<file path="config.mk">
export PLATFORM = sky130hd
export DESIGN_NAME = sound_square_channel
export DESIGN_NICKNAME = d
export VERILOG_FILES = /design/src/rtl/sound_square_channel.sv
export SDC_FILE = /design/constraint.sdc
export NUM_CORES = 1
export LEC_CHECK = 0
export ABC_AREA = 1
export BUFFER_PORTS_ARGS = -buffer_cell sky130_fd_sc_hd__clkbuf_2
export CELL_PAD_IN_SITES_DETAIL_PLACEMENT = 2
export CELL_PAD_IN_SITES_GLOBAL_PLACEMENT = 2
export CORE_UTILIZATION = 36
export DETAILED_ROUTE_END_ITERATION = 6
export PLACE_DENSITY = 0.91
export SLEW_MARGIN = 5
export SYNTH_ARGS = -nofsm -noshare
export SYNTH_HDL_FRONTEND = slang
export SYNTH_SLANG_ARGS = --single-unit
</file>
<file path="constraint.sdc">
create_clock -name I_CLK33MHZ -period 11.4 [get_ports I_CLK33MHZ]
set_clock_uncertainty 0.1 [all_clocks]
set_input_delay 2.28 -clock I_CLK33MHZ [delete_from_list [all_inputs] [get_ports I_CLK33MHZ]]
set_output_delay 2.28 -clock I_CLK33MHZ [all_outputs]
set_load 0.01 [all_outputs]
</file>
<file path="src/rtl/sound_square_channel.sv">
// Square-wave sound channel (CH1 with sweep, CH2 without): frame sequencer, length counter,
// volume envelope, optional frequency sweep and duty generator feeding a 4-bit amplitude.
module sound_square_channel #(
  parameter int CLK_HZ     = 33000000,
  parameter bit HAS_SWEEP  = 1'b1,
  parameter int PHASE_UNIT = 32
) (
  input  logic        I_CLK33MHZ,
  input  logic        I_RESET,
  input  logic [7:0]  I_NR0,
  input  logic [7:0]  I_NR1,
  input  logic [7:0]  I_NR2,
  input  logic [7:0]  I_NR3,
  input  logic [7:0]  I_NR4,
  input  logic        I_NR1_WR,
  input  logic        I_NR4_WR,
  output logic        O_ON,
  output logic [3:0]  O_SAMPLE,
  output logic [10:0] O_FREQ,
  output logic [3:0]  O_VOLUME
);

  localparam int FS_DIV = CLK_HZ / 512;
  localparam int FSW    = (FS_DIV > 1) ? $clog2(FS_DIV) : 1;
  localparam int PW     = $clog2(2048 * PHASE_UNIT + 1);
  localparam logic [FSW-1:0] FS_LAST = FSW'(FS_DIV - 1);

  function automatic logic [PW-1:0] phase_reload(input logic [10:0] f);
    return PW'((32'd2048 - 32'(f)) * 32'(PHASE_UNIT) - 32'd1);
  endfunction

  // Bit 11 of the result is the overflow flag; decrease can never underflow.
  function automatic logic [11:0] sweep_calc(input logic [10:0] sh, input logic dec,
                                             input logic [2:0] shift);
    logic [11:0] delta;
    delta = {1'b0, sh >> shift};
    return dec ? ({1'b0, sh} - delta) : ({1'b0, sh} + delta);
  endfunction

  logic [FSW-1:0] fs_cnt_q, fs_cnt_d;
  logic [2:0]     fs_step_q, fs_step_d;
  logic           on_q, on_d;
  logic [6:0]     len_q, len_d;
  logic [10:0]    freq_q, freq_d;
  logic [3:0]     vol_q, vol_d;
  logic [2:0]     env_tmr_q, env_tmr_d;
  logic [10:0]    shadow_q, shadow_d;
  logic [3:0]     sweep_tmr_q, sweep_tmr_d;
  logic           sweep_en_q, sweep_en_d;
  logic [PW-1:0]  phase_q, phase_d;
  logic [2:0]     duty_idx_q, duty_idx_d;
  logic [3:0]     sample_q, sample_d;

  logic        fs_tick, len_clk, sweep_clk, env_clk;
  logic        trigger, dac_on;
  logic [10:0] reg_freq;
  logic [2:0]  sweep_period, sweep_shift;
  logic        sweep_dec;
  logic [3:0]  sweep_reload;
  logic [11:0] sweep_new, sweep_next, trig_calc;
  logic [7:0]  duty_pat;
  logic        unused_bits;

  assign unused_bits = ^{I_NR0[7], I_NR4[5:3]};

  assign fs_tick   = (fs_cnt_q == FS_LAST);
  assign len_clk   = fs_tick & ~fs_step_q[0];
  assign sweep_clk = fs_tick & (fs_step_q[1:0] == 2'b10);
  assign env_clk   = fs_tick & (fs_step_q == 3'd7);

  assign trigger      = I_NR4_WR & I_NR4[7];
  assign dac_on       = (I_NR2[7:3] != 5'd0);
  assign reg_freq     = {I_NR4[2:0], I_NR3};
  assign sweep_period = I_NR0[6:4];
  assign sweep_dec    = I_NR0[3];
  assign sweep_shift  = I_NR0[2:0];
  assign sweep_reload = (sweep_period == 3'd0) ? 4'd8 : {1'b0, sweep_period};
  assign sweep_new    = sweep_calc(shadow_q, sweep_dec, sweep_shift);
  assign sweep_next   = sweep_calc(sweep_new[10:0], sweep_dec, sweep_shift);
  assign trig_calc    = sweep_calc(reg_freq, sweep_dec, sweep_shift);

  always_comb begin
    duty_pat = 8'b0111_1110;
    case (I_NR1[7:6])
      2'd0:    duty_pat = 8'b0000_0001;
      2'd1:    duty_pat = 8'b1000_0001;
      2'd2:    duty_pat = 8'b1000_0111;
      default: duty_pat = 8'b0111_1110;
    endcase
  end

  always_comb begin
    fs_cnt_d    = fs_tick ? '0 : fs_cnt_q + FSW'(1);
    fs_step_d   = fs_tick ? fs_step_q + 3'd1 : fs_step_q;
    on_d        = on_q;
    len_d       = len_q;
    freq_d      = freq_q;
    vol_d       = vol_q;
    env_tmr_d   = env_tmr_q;
    shadow_d    = shadow_q;
    sweep_tmr_d = sweep_tmr_q;
    sweep_en_d  = sweep_en_q;
    phase_d     = phase_q;
    duty_idx_d  = duty_idx_q;

    // Without an active sweep the output frequency simply mirrors the registers.
    if (!sweep_en_q) freq_d = reg_freq;

    if (on_q) begin
      if (phase_q == '0) begin
        phase_d    = phase_reload(freq_q);
        duty_idx_d = duty_idx_q + 3'd1;
      end else begin
        phase_d = phase_q - PW'(1);
      end
    end

    if (I_NR1_WR) begin
      len_d = 7'd64 - {1'b0, I_NR1[5:0]};
    end else if (len_clk && I_NR4[6] && len_q != 7'd0) begin
      len_d = len_q - 7'd1;
      if (len_q == 7'd1) on_d = 1'b0;
    end

    if (env_clk && I_NR2[2:0] != 3'd0) begin
      if (env_tmr_q <= 3'd1) begin
        env_tmr_d = I_NR2[2:0];
        if (I_NR2[3] && vol_q != 4'd15) vol_d = vol_q + 4'd1;
        else if (!I_NR2[3] && vol_q != 4'd0) vol_d = vol_q - 4'd1;
      end else begin
        env_tmr_d = env_tmr_q - 3'd1;
      end
    end

    if (HAS_SWEEP && sweep_clk) begin
      if (sweep_tmr_q <= 4'd1) begin
        sweep_tmr_d = sweep_reload;
        if (sweep_en_q && sweep_period != 3'd0) begin
          if (sweep_new[11]) begin
            on_d = 1'b0;
          end else if (sweep_shift != 3'd0) begin
            shadow_d = sweep_new[10:0];
            freq_d   = sweep_new[10:0];
            if (sweep_next[11]) on_d = 1'b0;
          end
        end
      end else begin
        sweep_tmr_d = sweep_tmr_q - 4'd1;
      end
    end

    // A trigger overrides whatever the frame-sequencer clocks did this cycle.
    if (trigger) begin
      on_d       = 1'b1;
      if (!I_NR1_WR) len_d = (len_q == 7'd0) ? 7'd64 : len_q;
      freq_d     = reg_freq;
      vol_d      = I_NR2[7:4];
      env_tmr_d  = I_NR2[2:0];
      phase_d    = phase_reload(reg_freq);
      duty_idx_d = duty_idx_q;
      if (HAS_SWEEP) begin
        shadow_d    = reg_freq;
        sweep_tmr_d = sweep_reload;
        sweep_en_d  = (sweep_period != 3'd0) || (sweep_shift != 3'd0);
        if (sweep_shift != 3'd0 && trig_calc[11]) on_d = 1'b0;
      end else begin
        sweep_en_d = 1'b0;
      end
    end

    if (!dac_on) on_d = 1'b0;

    sample_d = (on_q && duty_pat[duty_idx_q]) ? vol_q : 4'd0;
  end

  always_ff @(posedge I_CLK33MHZ) begin
    if (I_RESET) begin
      fs_cnt_q    <= '0;
      fs_step_q   <= '0;
      on_q        <= 1'b0;
      len_q       <= '0;
      freq_q      <= '0;
      vol_q       <= '0;
      env_tmr_q   <= '0;
      shadow_q    <= '0;
      sweep_tmr_q <= '0;
      sweep_en_q  <= 1'b0;
      phase_q     <= '0;
      duty_idx_q  <= '0;
      sample_q    <= '0;
    end else begin
      fs_cnt_q    <= fs_cnt_d;
      fs_step_q   <= fs_step_d;
      on_q        <= on_d;
      len_q       <= len_d;
      freq_q      <= freq_d;
      vol_q       <= vol_d;
      env_tmr_q   <= env_tmr_d;
      shadow_q    <= shadow_d;
      sweep_tmr_q <= sweep_tmr_d;
      sweep_en_q  <= sweep_en_d;
      phase_q     <= phase_d;
      duty_idx_q  <= duty_idx_d;
      sample_q    <= sample_d;
    end
  end

  assign O_ON     = on_q;
  assign O_SAMPLE = sample_q;
  assign O_FREQ   = freq_q;
  assign O_VOLUME = vol_q;

endmodule
</file>
== Word level (Yosys, flattened, before mapping) ==
Cells that the tools add are included.

* RAM bits: 0
* Register bits: 85
* ROM bits: 0
* Output and inout bits: 20
* Bits of input ports: 44
* Memories: 0
* Latch bits: 0
* Logic and storage cells: 140

* Add/sub/neg operators: 20
* Shift-type cells: 3
* Muxes and demuxes: 50
* Reductions and logical operators: 34
* Div/mod/pow operators: 0
* Bitwise gates (word level): 8
* Magnitude comparators: 3
* Eq/ne operators: 9
* $mul: 0

{| class="wikitable"
|+ Operator list
! operator !! number
|-
| $mux 11 || 13
|-
| $mux 17 || 3
|-
| $add 11x11->12 || 3
|-
| $mux 12 || 3
|-
| $mux 4 || 9
|-
| $sub 11x11->12 || 3
|-
| $mux 7 || 5
|-
| $sub 17x2->17 const B || 2
|-
| $shr 11x3->11 || 3
|-
| $pmux 8 s3 || 1
|-
| $sub 12x11->12 const A || 2
|-
| $logic_not 17->1 || 1
|-
| $sub 17x1->17 const B || 1
|-
| $add 16x1->16 const B || 1
|-
| $eq 16x16->1 const B || 1
|-
| $reduce_bool 2->1 || 7
|-
| $mux 1 || 12
|-
| $reduce_bool 3->1 || 4
|-
| $mux 3 || 3
|-
| $logic_and 1x1->1 || 8
|-
| $sub 4x1->4 const B || 2
|-
| $eq 7x1->1 const B || 1
|-
| $logic_not 7->1 || 1
|-
| $reduce_bool 7->1 || 1
|-
| 26 further kinds || 37
|}

== Logic depth before layout (Yosys ltp) ==
* Depth in word-level cells: 13
* Gate-level depth with buffers: 44
* Mapped depth without buffers: 44

== Least setup slack after synthesis ==
Ideal clock, no wire load.

* Kind: in2reg
* From: input port I_NR0[1]
* To: register on_q (netlist: O_ON)
* Required time: 11181 ps
* Buffers on the path: 1
* Cell stages on the path: 43
* Setup time: 119 ps
* Slack: 4140 ps
* Data arrival time: 7040 ps
* Path through: buf_4 nor2_4 inv_2 nor2_4 inv_1 o221ai_1 nor2_4 ha_1 or2_2 o21ai_0 inv_1 fa_1 inv_1 nand2_1 nand3_1 nand3_1 nand2_1 nand2_1 [... 7 more ...] o21ai_1 o21ai_0 xnor2_1 ha_1 inv_1 nor3_1 a211oi_1 nand2_1 nand2_1 nand2_1 nand2_1 nand3_1 nand2_1 nand2_1 nand2_1 nand3_1 nand2_1 a21oi_1

* Longest elaborated chain between the ends: 13
* Elaborated cells on any way between the ends: 22
* Those cells by class: add/sub: 6; shift: 3; mux: 11; reduce/logical: 2

{| class="wikitable"
|+ RTL lines
! element !! RTL line !! text
|-
| start, declared || 10 || <nowiki>input logic [7:0] I_NR0,</nowiki>
|-
| $shr 11x3->11 || 36 || <nowiki>delta = {1'b0, sh >> shift};</nowiki>
|-
| $add 11x11->12 or $sub 11x11->12 (tied branches) || 37 || <nowiki>return dec ? ({1'b0, sh} - delta) : ({1'b0, sh} + delta);</nowiki>
|-
| $mux 12 || 37 ||
|-
| $shr 11x3->11 || 36 ||
|-
| $add 11x11->12 or $sub 11x11->12 (tied branches) || 37 ||
|-
| $mux 12 || 37 ||
|-
| $mux 1 || 144 || <nowiki>if (sweep_next[11]) on_d = 1'b0;</nowiki>
|-
| $mux 1 || 141 || <nowiki>end else if (sweep_shift != 3'd0) begin</nowiki>
|-
| $mux 1 || 139 || <nowiki>if (sweep_new[11]) begin</nowiki>
|-
| $mux 1 || 138 || <nowiki>if (sweep_en_q && sweep_period != 3'd0) begin</nowiki>
|-
| $mux 1 || 136 || <nowiki>if (sweep_tmr_q <= 4'd1) begin</nowiki>
|-
| $mux 1 || 135 || <nowiki>if (HAS_SWEEP && sweep_clk) begin</nowiki>
|-
| $mux 1 (*) || 153 || <nowiki>if (trigger) begin</nowiki>
|-
| end signal, assigned || 194 || <nowiki>on_q <= on_d;</nowiki>
|-
| end, declared || 42 || <nowiki>logic on_q, on_d;</nowiki>
|}

Every way passes the cells marked *; elsewhere a longest branch is shown, timed or not.
A chain may end at the register's enable or synchronous reset.

== Worst setup path after layout ==
* From: input port I_NR0[0]
* To: register on_q (netlist: O_ON)

The elaborated chain is that of the path after synthesis.

==> results.md <==
- The run finished with clean final reports.
- In this run, synthesis produced a sequential element count of 85.
- Clock tree synthesis found a total of 85 sinks.
- In the final design database the tool counted 1462 nets.
- In this run the standard cell core region covers 22090 µm².
- The peak per-stage delay on the critical path is roughly 0.72 ns.
- Once detail routing completed, the nets flagged for antenna violations numbered 0.
- The internal power consumption is 673.6 µW.
- The number of clock buffers inserted by TritonCTS is 9.
- The switching power is 542.7 µW.
- The routed layout has 9863 vias.
- The I/O pin total is 64.
- Synthesis produced around 1300 cells.
- Sequential cells account for between 20% and 30% of the total power.
- The number of nets produced by synthesis is 1423.
- The final setup violation count is 0.
- The wire length per cell after detailed routing is 24.38 µm.
- In this run the deepest clock path goes through 2 buffers.
- The total global routing track utilization is between 30% and 40%.
- Of all nets on the critical path, the largest fanout is 43.
- The number of buffer cells added on primary ports is 59.
- The TritonCTS clock tree is built.
- The floorplan step defined a die boundary enclosing 23400 µm².
- The leakage power of the design is 4.282 nW.
- The post-cts sizing count is 0.
- For this run, the detailed router's first-pass iteration total came to 5.
- The count of synthesis-stage warnings from yosys is 0.
- The most common flop cell mapped by yosys is sky130_fd_sc_hd__dfxtp_1.
- The total overflow left after global routing is 0.
- Of the total power, the clock network draws 27.0%.
- The clock tree synthesis step divided the H-tree into 3 levels.
- The tightest min-delay check is of the reg -> reg type.
- From left edge to right edge, the die measures between 150 and 200 µm.
- The number of buffers and inverters on the critical path is 8.
- In the routed design, unresolved DRC markers number 0.
- The hold path startpoint is fs_cnt_q[0].
- The global-route wire length before repair is 63580 µm.
- The number of buffers added for setup after CTS is 0.
- After synthesis, the mean cell area works out to 6.192 µm².
- For the final routed database, the setup TNS stands at 0 ns.
- Clock tree synthesis selected as its root buffer the cell sky130_fd_sc_hd__clkbuf_16.
- The count of placed standard cells in the final layout, fillers left out is 1649.
- Routability-driven placement finished with a final weighted congestion of around 0.86.
- After synthesis, the share of flip-flops with an asynchronous set or reset is 0%.
- Once the floorplan was initialized, standard cells occupied between 30 and 40% of the core.
- At the pin with the least slew margin, the transition time is 1.177 ns.
- The cell area that synthesis handed to floorplanning was just over 8000 µm².
- Net switching is 44.62% of the power.
- The top-area cell type share of the netlist area is between 20 and 25%.
- Relative to the synthesized area, the layout overhead comes to 10.00%.
- The count of flip-flops with a built-in enable after synthesis is 0.
- The required time reported for the critical path endpoint is 11.55 ns.
- The cell count of the worst reg-to-reg path is 42.
- The minimum clock period is 9.057 ns.
- The detailed-routed wire length on met2 is between 20000 and 25000 µm.
- STA classifies the critical path endpoint as a register.
- Using the TritonRoute via totals, the vias-per-cell ratio works out to 5.981.
- The setup path with the least slack is of type in -> reg.
- Hold timing on the final database bottoms out at a slack of 0.3713 ns.
- Summing internal, switching and leakage power gives 1.216 mW.
- The critical path arrival is 9.20 ns.
- In this run the power density over the cells is 134.8 nW/µm².
- The die boundary height is approximately 150 µm.
- The via count of the first global-routing pass came to between 10000 and 15000.
- The critical path's slowest cell is sky130_fd_sc_hd__clkbuf_2.
- The family with the most delay on the worst path is simple AND/OR/NAND/NOR gates.
- The proportion of power drawn by combinational gates is 44.6%.
- The wire length on met1 is 15880 µm.
- The number of buffers inserted for hold repair after clock tree synthesis is 0.
- The tightest slew margin relative to the limit is 20.50%.
- Entering global routing, the biggest net connects 46 pins.
- Summed over all instances, the cell type with the most area after synthesis is sky130_fd_sc_hd__dfxtp_1.
- The top routing layer in use is met4.
- The sort of element at the start of the critical path is an input port.
- In this run the critical register-to-register path is launched from shadow_q[5].
- The number of cells on the critical path is 42.
- The top achievable clock speed is 110.4 MHz.
- IR analysis of the VDD net gives a maximum drop of 0.07972 mV.
- Across the run, the number of max-cap violations was 0.
- In this run the worst setup path terminates at O_ON.
- The library cells used most frequently in the layout, excluding fill and tap cells, are sky130_fd_sc_hd__nand2_1 (307), sky130_fd_sc_hd__inv_1 (197), sky130_fd_sc_hd__nor2_1 (122).
- The distinct cell type count after synthesis is a little under 60.
- In this design, the critical path's most frequently occurring cell is sky130_fd_sc_hd__nand2_1.
- Sorting the synthesized cells by area gives the leading types as sky130_fd_sc_hd__dfxtp_1 (21%), sky130_fd_sc_hd__nand2_1 (14%), sky130_fd_sc_hd__inv_1 (9.0%).
- The later pin in the worst-skew pair is clocked with a latency of approximately 0.36 ns.
- The number of antenna violations at the first check in global routing is 0.
- In this run the worst setup path begins at I_NR0[0].
- The hold violation count in the final report is 0.
- Setup repair after global routing left no endpoint under its margin.
- The number of pins exceeding their max-slew limit in the final report came to 0.
- The worst path uses 79.45% of the clock period.
- After clock tree synthesis, the clock-pin slew on the worst setup and hold paths is 0.07 ns.
- The number of placement rows is 54.
- The library cell used most frequently in the layout, excluding fill and tap cells, is sky130_fd_sc_hd__nand2_1.
- After synthesis, flip-flops and latches occupy 20.74% of the total area.
- The HPWL after detailed placement is about 28000 µm.
- Counting tap cells, the placed design contains a total of ~1600 instances.
- The reg-to-reg critical path endpoint is O_ON.
- Detailed routing placed a total of 1717 µm of wire on met3.
- The final wirelength is just over 40000 µm.
- The number of antenna diodes in the final layout is 0.
- The detailed router's first-iteration violation count is 465.
- The setup slack of the worst register-to-register path is 4.67 ns.
- Of the cells placed in the final design, the portion with a size suffix greater than 1 is 8.766%.
area by class of cell:
cell class                 instances  area, µm²
tap                              280      350.3
inverter                         206      775.7
timing repair buffer              63      325.3
clock inverter                     2      38.79
sequential                        85       1702
clock buffer                      14      274.0
fill                            2767      13070
multi-input combinational        999       5559
cell usage after synthesis (all sizes together) (2+ instances only):
master,instances
clkinv,2
dfxtp,85
o31ai,2
a221oi,4
o211ai,19
o2111ai,2
nor3,36
o311ai,3
o22ai,2
nor2,128
nor4,10
inv,204
o21bai,2
nand3,86
nand4,23
nor3b,4
a21oi,85
or2,9
clkbuf,22
o41ai,3
o21ai,102
ha,52
or4,2
mux2i,2
fa,2
xor2,40
nand3b,5
o221ai,4
buf,13
nand2,311
xnor2,28
a31oi,16
a211oi,11
per-stage QoR:
| step | utilization, % | setup slack (ns) | cell area, µm² |
|---|---|---|---|
| 3_3_place_gp | 39.43 | 2.644 | 8712 |
| 3_5_place_dp | 39.43 | 2.203 | 8712 |
| 2_1_floorplan | - | 4.140 | 8204 |
| 5_1_grt | 40.85 | 1.845 | 9025 |
| 4_1_cts | 40.85 | 2.455 | 9025 |
| 6_report | 40.85 | 2.343 | 9025 |
cells by family after synthesis:
family	Yosys count	share of synthesized area (%)
compound gates	258	18.64
xor+xnor	68	7.351
fa+ha+maj	54	8.418
buf+inv	241	11.50
flops	85	20.74
mux	2	0.2440
simple gates	617	33.11
power by group through the flow:
stage	combinational [mW]	sequential (mW)	clock [mW]
finish	0.543	0.345	0.328
global route	0.593	0.346	0.340
CTS	0.538	0.344	0.331
detailed placement	0.514	0.349	0
global placement	0.464	0.345	0
floorplan	0.348	0.340	0
sequential cells by signal, indices dropped and copies added, names as in the netlist:
| register | cells |
|---|---|
| O_VOLUME | 4 |
| O_ON | 1 |
| duty_idx_q | 3 |
| env_tmr_q | 3 |
| fs_step_q | 3 |
| sweep_tmr_q | 4 |
| shadow_q | 11 |
| fs_cnt_q | 16 |
| sweep_en_q | 1 |
| len_q | 7 |
| phase_q | 17 |
| O_SAMPLE | 4 |
| O_FREQ | 11 |
layer usage:
metal	up-vias	global-route usage, %
li1	4438	-
met1	4949	38.16
met2	346	64.59
met3	130	4.962
met4	0	18.61
met5	-	0
worst min-delay path by stage:
stage             endpoint  slack (ns)  cells past startpoint
5_1_grt        fs_cnt_q[0]        0.40                      1
2_1_floorplan  fs_cnt_q[0]        0.32                      1
4_1_cts        fs_cnt_q[0]        0.37                      1
3_5_place_dp   fs_cnt_q[0]        0.34                      1
3_3_place_gp   fs_cnt_q[0]        0.33                      1
6_report       fs_cnt_q[0]        0.37                      1
worst register-to-register path: cells and delay by family, from the launching register on:
kind                       cells  cell delay, ns
and+or+nand+nor               23            2.69
DFF                            1            0.50
AOI/OAI and AO/OA              8            1.32
xor gates and xnor gates       1            0.17
adders and majority gates      4            1.21
buffers and inverters          6            0.62
No activity file was read; power rests on OpenSTA's default activity.
